$ cat src/rtl/pixel_fill_writer.sv
// Clipped rectangle fill engine driving port 0 of the 1-bit pixel RAM.
// Build option PIXEL_XOR_EN adds a cmd_xor read-modify-write (invert) fill mode.
module pixel_fill_writer #(
    parameter int H_RES  = 640,
    parameter int V_RES  = 480,
    parameter int ADDR_W = 19
) (
    input  logic              clk,
    input  logic              resetn,
    input  logic              cmd_valid,
    output logic              cmd_ready,
    input  logic [9:0]        cmd_x,
    input  logic [8:0]        cmd_y,
    input  logic [9:0]        cmd_w,
    input  logic [8:0]        cmd_h,
    input  logic              cmd_color,
`ifdef PIXEL_XOR_EN
    input  logic              cmd_xor,
`endif
    output logic              pix_wEn,
    output logic [ADDR_W-1:0] pix_addr,
    output logic              pix_dataIn,
    input  logic              pix_dataOut,
    output logic              busy,
    output logic              done
);

    typedef enum logic [1:0] {
        IDLE = 2'd0,
        CLIP = 2'd1,
        FILL = 2'd2,
        DONE = 2'd3
    } state_t;

    state_t            state_r, next_state_s;
    logic [9:0]        x_r, w_r, cx_r;
    logic [8:0]        y_r, h_r, cy_r;
    logic              color_r;
    logic [10:0]       x_end_r, x_sum_s, x_end_s;
    logic [9:0]        y_end_r, y_sum_s, y_end_s;
    logic [ADDR_W-1:0] row_base_r, addr_r;
    logic              wen_r, data_r, done_r, ready_r, busy_r;
    logic              degenerate_s, last_col_s, last_row_s, pix_step_s;

`ifdef PIXEL_XOR_EN
    logic              xor_r, phase_r;

    // XOR pixels take a read phase (phase_r=0) then a write phase (phase_r=1)
    assign pix_step_s = (state_r == FILL) && (!xor_r || phase_r);
    assign pix_dataIn = (xor_r && wen_r) ? ~pix_dataOut : data_r;
`else
    logic              unused_s;

    assign pix_step_s = (state_r == FILL);
    assign pix_dataIn = data_r;
    assign unused_s   = pix_dataOut;
`endif

    assign pix_wEn   = wen_r;
    assign pix_addr  = addr_r;
    assign done      = done_r;
    assign cmd_ready = ready_r;
    assign busy      = busy_r;

    // Clip bounds from the captured command and the end-of-row/end-of-rect tests
    always_comb begin
        x_sum_s = {1'b0, x_r} + {1'b0, w_r};
        y_sum_s = {1'b0, y_r} + {1'b0, h_r};
        if (x_sum_s > 11'(H_RES)) begin
            x_end_s = 11'(H_RES);
        end else begin
            x_end_s = x_sum_s;
        end
        if (y_sum_s > 10'(V_RES)) begin
            y_end_s = 10'(V_RES);
        end else begin
            y_end_s = y_sum_s;
        end
        degenerate_s = (w_r == 10'd0) || (h_r == 9'd0) ||
                       ({1'b0, x_r} >= 11'(H_RES)) || ({1'b0, y_r} >= 10'(V_RES));
        last_col_s   = (({1'b0, cx_r} + 11'd1) >= x_end_r);
        last_row_s   = (({1'b0, cy_r} + 10'd1) == y_end_r);
    end

    // State register
    always_ff @(posedge clk or negedge resetn) begin
        if (!resetn) begin
            state_r <= IDLE;
        end else begin
            state_r <= next_state_s;
        end
    end

    // Next-state decode
    always_comb begin
        next_state_s = state_r;
        case (state_r)
            IDLE: begin
                if (cmd_valid) begin
                    next_state_s = CLIP;
                end else begin
                    next_state_s = IDLE;
                end
            end
            CLIP: begin
                if (degenerate_s) begin
                    next_state_s = DONE;
                end else begin
                    next_state_s = FILL;
                end
            end
            FILL: begin
                if (pix_step_s && last_col_s && last_row_s) begin
                    next_state_s = DONE;
                end else begin
                    next_state_s = FILL;
                end
            end
            DONE:    next_state_s = IDLE;
            default: next_state_s = IDLE;
        endcase
    end

    // Command capture, pixel walk and registered RAM-port outputs
    always_ff @(posedge clk or negedge resetn) begin
        if (!resetn) begin
            x_r        <= 10'd0;
            y_r        <= 9'd0;
            w_r        <= 10'd0;
            h_r        <= 9'd0;
            color_r    <= 1'b0;
            cx_r       <= 10'd0;
            cy_r       <= 9'd0;
            x_end_r    <= 11'd0;
            y_end_r    <= 10'd0;
            row_base_r <= '0;
            addr_r     <= '0;
            wen_r      <= 1'b0;
            data_r     <= 1'b0;
            done_r     <= 1'b0;
            ready_r    <= 1'b1;
            busy_r     <= 1'b0;
`ifdef PIXEL_XOR_EN
            xor_r      <= 1'b0;
            phase_r    <= 1'b0;
`endif
        end else begin
            wen_r   <= pix_step_s;
            done_r  <= (state_r == DONE);
            ready_r <= (next_state_s == IDLE);
            busy_r  <= (next_state_s != IDLE);
            case (state_r)
                IDLE: begin
                    if (cmd_valid) begin
                        x_r     <= cmd_x;
                        y_r     <= cmd_y;
                        w_r     <= cmd_w;
                        h_r     <= cmd_h;
                        color_r <= cmd_color;
`ifdef PIXEL_XOR_EN
                        xor_r   <= cmd_xor;
`endif
                    end
                end
                CLIP: begin
                    x_end_r    <= x_end_s;
                    y_end_r    <= y_end_s;
                    row_base_r <= ADDR_W'(y_r) * ADDR_W'(H_RES);
                    cx_r       <= x_r;
                    cy_r       <= y_r;
`ifdef PIXEL_XOR_EN
                    phase_r    <= 1'b0;
`endif
                end
                FILL: begin
                    addr_r <= row_base_r + ADDR_W'(cx_r);
                    data_r <= color_r;
`ifdef PIXEL_XOR_EN
                    phase_r <= xor_r && !phase_r;
`endif
                    if (pix_step_s) begin
                        if (!last_col_s) begin
                            cx_r <= cx_r + 10'd1;
                        end else begin
                            cx_r       <= x_r;
                            cy_r       <= cy_r + 9'd1;
                            row_base_r <= row_base_r + ADDR_W'(H_RES);
                        end
                    end
                end
                default: begin
                    cx_r <= cx_r;
                end
            endcase
        end
    end

endmodule

$ cat config.mk
export PLATFORM = sky130hd
export DESIGN_NAME = pixel_fill_writer
export DESIGN_NICKNAME = d
export VERILOG_FILES = /design/src/rtl/pixel_fill_writer.sv
export SDC_FILE = /design/constraint.sdc
export NUM_CORES = 1
export LEC_CHECK = 0
export BUFFER_PORTS_ARGS = -buffer_cell sky130_fd_sc_hd__buf_2
export CORE_ASPECT_RATIO = 0.5
export CORE_UTILIZATION = 30
export CTS_BUF_LIST = sky130_fd_sc_hd__clkbuf_8
export DETAILED_ROUTE_END_ITERATION = 10
export SLEW_MARGIN = 40
export SYNTH_ARGS = -nofsm -noshare
export SYNTH_HDL_FRONTEND = slang
export SYNTH_SLANG_ARGS = --single-unit
$ cat constraint.sdc
create_clock -name clk -period 7.87 [get_ports clk]
set_input_delay 0.787 -clock clk [delete_from_list [all_inputs] [get_ports clk]]
set_output_delay 0.787 -clock clk [all_outputs]
set_load 0.02 [all_outputs]
==> flow_summary.ini, run 1 <==
[worst_setup_path]
worstSetupPathType = reg -> reg
cp.arrival_ns = 3.83
required_ns = 8.20
critPathMaxFanout = 23
cp-end-kind = flip-flop
r2r_slack_ns = 4.38
start_kind = flip-flop

[clock_tree]
hold_buffers = 0
tritoncts = yes
cts_resized = 0
root_buffer = clkbuf_8
cts_setup_buffers = 0
clock_latency_ns = 0.45
clock-sinks = 117
htreeDepth = 4
clock_path_buffers = 2
clkTransAtPathRegs_ns = 0.07
cts_buffers = 17

[synthesis]
postSynthAreaPerCell_um2 = 10.2
synthesis.area_um2 = 7170
ys_types = 72
synth_edf_count = 0
synthArstFlopShare_pct = 100
syn_inst = 704
synth_nets = 805
ys.flop_type = dfrtp_1
synth_seq_cells = 117
ys_warn_count = 0
yosysSeqAreaShare_pct = 40.9

[floorplan]
io_pins = 67
num_rows = 39
initial_core_util_pct = 31.0
die_x_um = 221
coreArea_um2 = 23100
dieArea_um2 = 24500
die_h_um = 111

[timing]
finalCritPeriodShare_pct = 44.4
period_needed_ns = 3.49
finalSetupTns_ns = 0
max_slew_margin_pct = 54.3
slew_violations = 0
worst_pin_slew_ns = 0.686
rsz0062_at_grt = false
setup_viol = 0
fmax_mhz = 286
hold_violations = 0
finClkSkew_ns = 0.0102

[grt]
grt-ovfl-total = 0
grt_use_total_pct = 13.9
grt_pass1_vias = 5404
grt_pass1_wl_mm = 27.1
antenna_found_initial = 0
grt_max_degree = 77

[drt]
drc = 0
detail_route.iter0.violations = 371
vias = 5409
drt_pass1_iterations = 5
wl_mm = 16.2
viasPerCell = 4.98
wl_per_cell_um = 14.9
ant_nets = 0

[worst_hold_path]
min_path_type = in -> async

[job]
drv_cap = 0

[finish]
diodes = 0
syn2layout_area_growth_pct = 15.6
final_cell_mix = dfrtp_1 (116), buf_2 (64), a21oi_1 (54), ha_1 (54), mux2_2 (51)
n_fill_cell = 2299
fin_nets = 867
layout_commonest_cell = dfrtp_1
drive_gt1_share_pct = 22.1

[place]
numPortBuffers = 65
place_congestion = 0.795
dp_hpwl_mm = 11.7

[status]
status = finished, final reports clean
## cell families (layout without fill, tap and decap cells)
family,Yosys count,count (layout),synth area share [%]
muxes,58,58,9.06
AOI/OAI and AO/OA,189,189,17.1
DFF,117,117,40.9
adders and majority gates,58,58,10.4
xor gates and xnor gates,55,55,6.72
and+or+nand+nor,166,166,12.4
buffers and inverters,61,136,3.40
## through the flow
step	hold WS, ns	setup slack [ns]	instances	util [%]	area [um2]
2_1_floorplan	0.449	4.98	704	-	7170
3_3_place_gp	0.476	4.24	1053	33.7	7800
3_5_place_dp	0.490	4.14	1053	33.7	7800
4_1_cts	0.404	4.08	1085	35.7	8260
5_1_grt	0.327	4.02	1086	35.8	8290
6_report	0.297	4.38	1086	35.8	8290
## layer usage
| metal | wire length [um] | vias to the layer above | track usage (%) | part of all wire [%] |
|---|---|---|---|---|
| met5 | 0 | - | 0 | 0 |
| met4 | 253 | 0 | 4.75 | 1.6 |
| met3 | 392 | 17 | 2.77 | 2.4 |
| met2 | 7850 | 68 | 22.4 | 48 |
| met1 | 7720 | 2643 | 18.6 | 48 |
| li1 | - | 2681 | - | - |
## area by class of cell
| type | instances | area (um2) | area share [%] |
|---|---|---|---|
| flip-flops and latches | 117 | 2930 | 35.3 |
| clock buffers | 18 | 248 | 2.99 |
| repair buffers | 71 | 393 | 4.74 |
| inverters | 33 | 124 | 1.49 |
| multi-input cells | 526 | 4000 | 48.3 |
| clock inverters | 14 | 209 | 2.52 |
| well taps | 307 | 384 | 4.64 |
## worst paths after layout
check | startpoint | depth (start not counted) | endpoint
setup reg to reg | cx_r[0] | 14 | cx_r[9]
min in group clk | x_end_r[10] | 2 | x_end_r[10]
hold reg to reg | x_end_r[10] | 2 | x_end_r[10]
hold / removal | resetn | 1 | pix_addr[1]
max in group asynchronous | resetn | 2 | y_end_r[5]
setup / recovery | cx_r[0] | 14 | cx_r[9]
## flip-flops by register name (all words and copies together), names as in the netlist, 10 cells and up
register / cells
y_end_r: 10
x_end_r: 11
cx_r: 10
row_base_r: 12
pix_addr: 19
x_r: 10
w_r: 10
## cells in the mapped netlist (all sizes together) (4+ instances only)
library cell	instances	area share, %
a21oi	55	3.9
a22oi	6	0.63
nand4	6	0.52
xnor2	35	4.3
a21o	8	0.84
o21a	5	0.52
mux2i	6	0.84
buf	10	0.73
inv	33	1.7
nor3	5	0.42
nor4	5	0.44
o21ai	40	2.8
mux2	52	8.2
ha	55	9.6
a211oi	13	1.4
a22o	5	0.61
o211ai	6	0.70
nand3	17	1.4
dfrtp	116	41
xor2	20	2.4
nor2b	16	1.4
clkbuf	18	0.94
o22a	4	0.49
nand2b	8	0.70
o2bb2ai	7	0.86
or3	4	0.35
o31ai	6	0.70
nand2	36	1.9
a31oi	4	0.35
nor2	42	2.3
and3	10	1.0
o22ai	11	0.96
## worst max-delay path, stage by stage (launching register included)
cell,delay [ns]
dfrtp_1,0.44
ha_1,0.24
nand2_1,0.10
nor2_1,0.30
and3_1,0.23
and3_1,0.24
xnor2_1,0.10
ha_1,0.27
nand3_1,0.12
nor2_1,0.11
o21ai_0,0.14
o2111ai_2,0.14
buf_4,0.32
mux2_2,0.37
mux2_4,0.25
Power of run 1 is left out: the tool's default activity adds up to more than one toggle a clock period on the data nets, which glitch-free logic cannot reach.
==> inputs of run 2 (changes only) <==
==> constraint.sdc (replaced) <==
create_clock -name clk -period 3.6 [get_ports clk]
set_input_delay 0.36 -clock clk [delete_from_list [all_inputs] [get_ports clk]]
set_output_delay 0.36 -clock clk [all_outputs]
set_load 0.02 [all_outputs]
==> run 2 against run 1 <==
Via count rose by 0.70%. Critical path depth fell by 2. Global-route usage rose by 0.11 points. Wire length fell by 0.59%. Worst setup slack got worse by 4.0 ns. Sequential share of layout area fell by 0.059 points. Clock skew barely moved. Design area rose by 0.17%. First-iteration DRC count rose by 9.4%. Core utilization rose by 0.060 points. Sequential cell count did not move. Count of clock-buffer cells in the layout did not move. Critical path type unchanged. Highest routed layer unchanged.
==> flow_summary.ini, run 2 (same netlist as run 1, synthesis figures left out) <==
[drt]
drt_pass1_iterations = 4
wl_per_cell_um = 14.8
detail_route.iter0.violations = 406
wl_mm = 16.1
ant_nets = 0
drc = 0
viasPerCell = 4.99
vias = 5447

[timing]
finClkSkew_ns = 0.00998
finalSetupTns_ns = 0
period_needed_ns = 3.23
worst_pin_slew_ns = 0.690
hold_slack_ns = 0.131
slew_violations = 0
rsz0062_at_grt = false
max_slew_margin_pct = 54.0
setup_viol = 0
finalCritPeriodShare_pct = 89.8
fmax_mhz = 309
hold_violations = 0

[clock_tree]
cts_buffers = 17
clkTransAtPathRegs_ns = 0.08
htreeDepth = 4
tritoncts = yes
clock_latency_ns = 0.45
cts_setup_buffers = 0
clock-sinks = 117
clock_path_buffers = 2
root_buffer = clkbuf_8

[grt]
antenna_found_initial = 0
grt_use_total_pct = 14.0
grt_pass1_wl_mm = 27.7
grt-ovfl-total = 0
grt_pass1_vias = 5587
grt_max_degree = 82

[worst_setup_path]
cp.arrival_ns = 3.58
cp-end-kind = flip-flop
required_ns = 3.95
worstSetupPathType = reg -> reg
critPathMaxFanout = 10
reg2reg_depth = 12
start_kind = flip-flop

[floorplan]
io_pins = 67
die_x_um = 221
die_h_um = 111
coreArea_um2 = 23100
initial_core_util_pct = 31.0
dieArea_um2 = 24500
num_rows = 39

[finish]
fin_nets = 872
drive_gt1_share_pct = 22.4
final_cell_mix = dfrtp_1 (116), buf_2 (64), a21oi_1 (54), ha_1 (54), mux2_2 (51)
syn2layout_area_growth_pct = 15.8
largest_register_ffs = 19
diodes = 0
finalCoreUtilization_pct = 35.9
layout_commonest_cell = dfrtp_1

[status]
status = finished, final reports clean

[place]
numPortBuffers = 65
place_congestion = 0.829
dp_hpwl_mm = 11.8

[worst_hold_path]
min_path_type = in -> reg
whs_path_depth = 2

[job]
drv_cap = 0
[run 2: final timing paths]
kind / endpoint / slack, ns / startpoint
setup / recovery: row_base_r[16] / 0.37 / cx_r[0]
hold / removal: x_r[5] / 0.13 / cmd_x[5]
setup reg to reg: row_base_r[16] / 0.37 / cx_r[0]
hold reg to reg: x_end_r[0] / 0.50 / x_end_r[0]
max in group asynchronous: cmd_ready / 2.28 / resetn
min in group asynchronous: cx_r[6] / 0.53 / resetn
[run 2: worst max-delay path, stage by stage, from the launching register on]
cell,delay (ns)
dfrtp_1,0.43
and3_1,0.30
and3_4,0.21
and3_4,0.21
nand3_2,0.08
xnor2_1,0.22
ha_1,0.29
a21o_1,0.18
a21oi_1,0.24
o2111ai_2,0.31
a21boi_1,0.25
buf_4,0.21
a22o_1,0.20
[run 2: what timing repair did]
item / CTS / global route
endpoints found under the hold margin: 79 / 0
gates resized for setup: 0 / 0
hold buffers: 1 / 0
[run 2: cell type report]
class,count,area [um2]
fillers,2361,14800
multi-input cells,526,4000
flip-flops and latches,117,2930
repair buffers,76,419
well taps,307,384
clock buffers,18,248
clock inverters,14,200
inverters,33,124
[run 2: routing by layer]
metal  wire length (um)  global-route usage (%)
met1               7710                    18.9
met2               7710                    22.2
met3                508                    3.37
met4                197                    4.06
met5                  0                       0
[run 2: metrics by stage]
stage | setup slack [ns] | instance area (um2) | instances
4_1_cts | 0.350 | 8300 | 1091
2_1_floorplan | 0.712 | 7170 | 704
5_1_grt | 0.0337 | 8300 | 1091
6_report | 0.366 | 8300 | 1091
3_3_place_gp | 0.415 | 7840 | 1058
3_5_place_dp | 0.382 | 7840 | 1058
Power of run 2 is left out for the same reason.
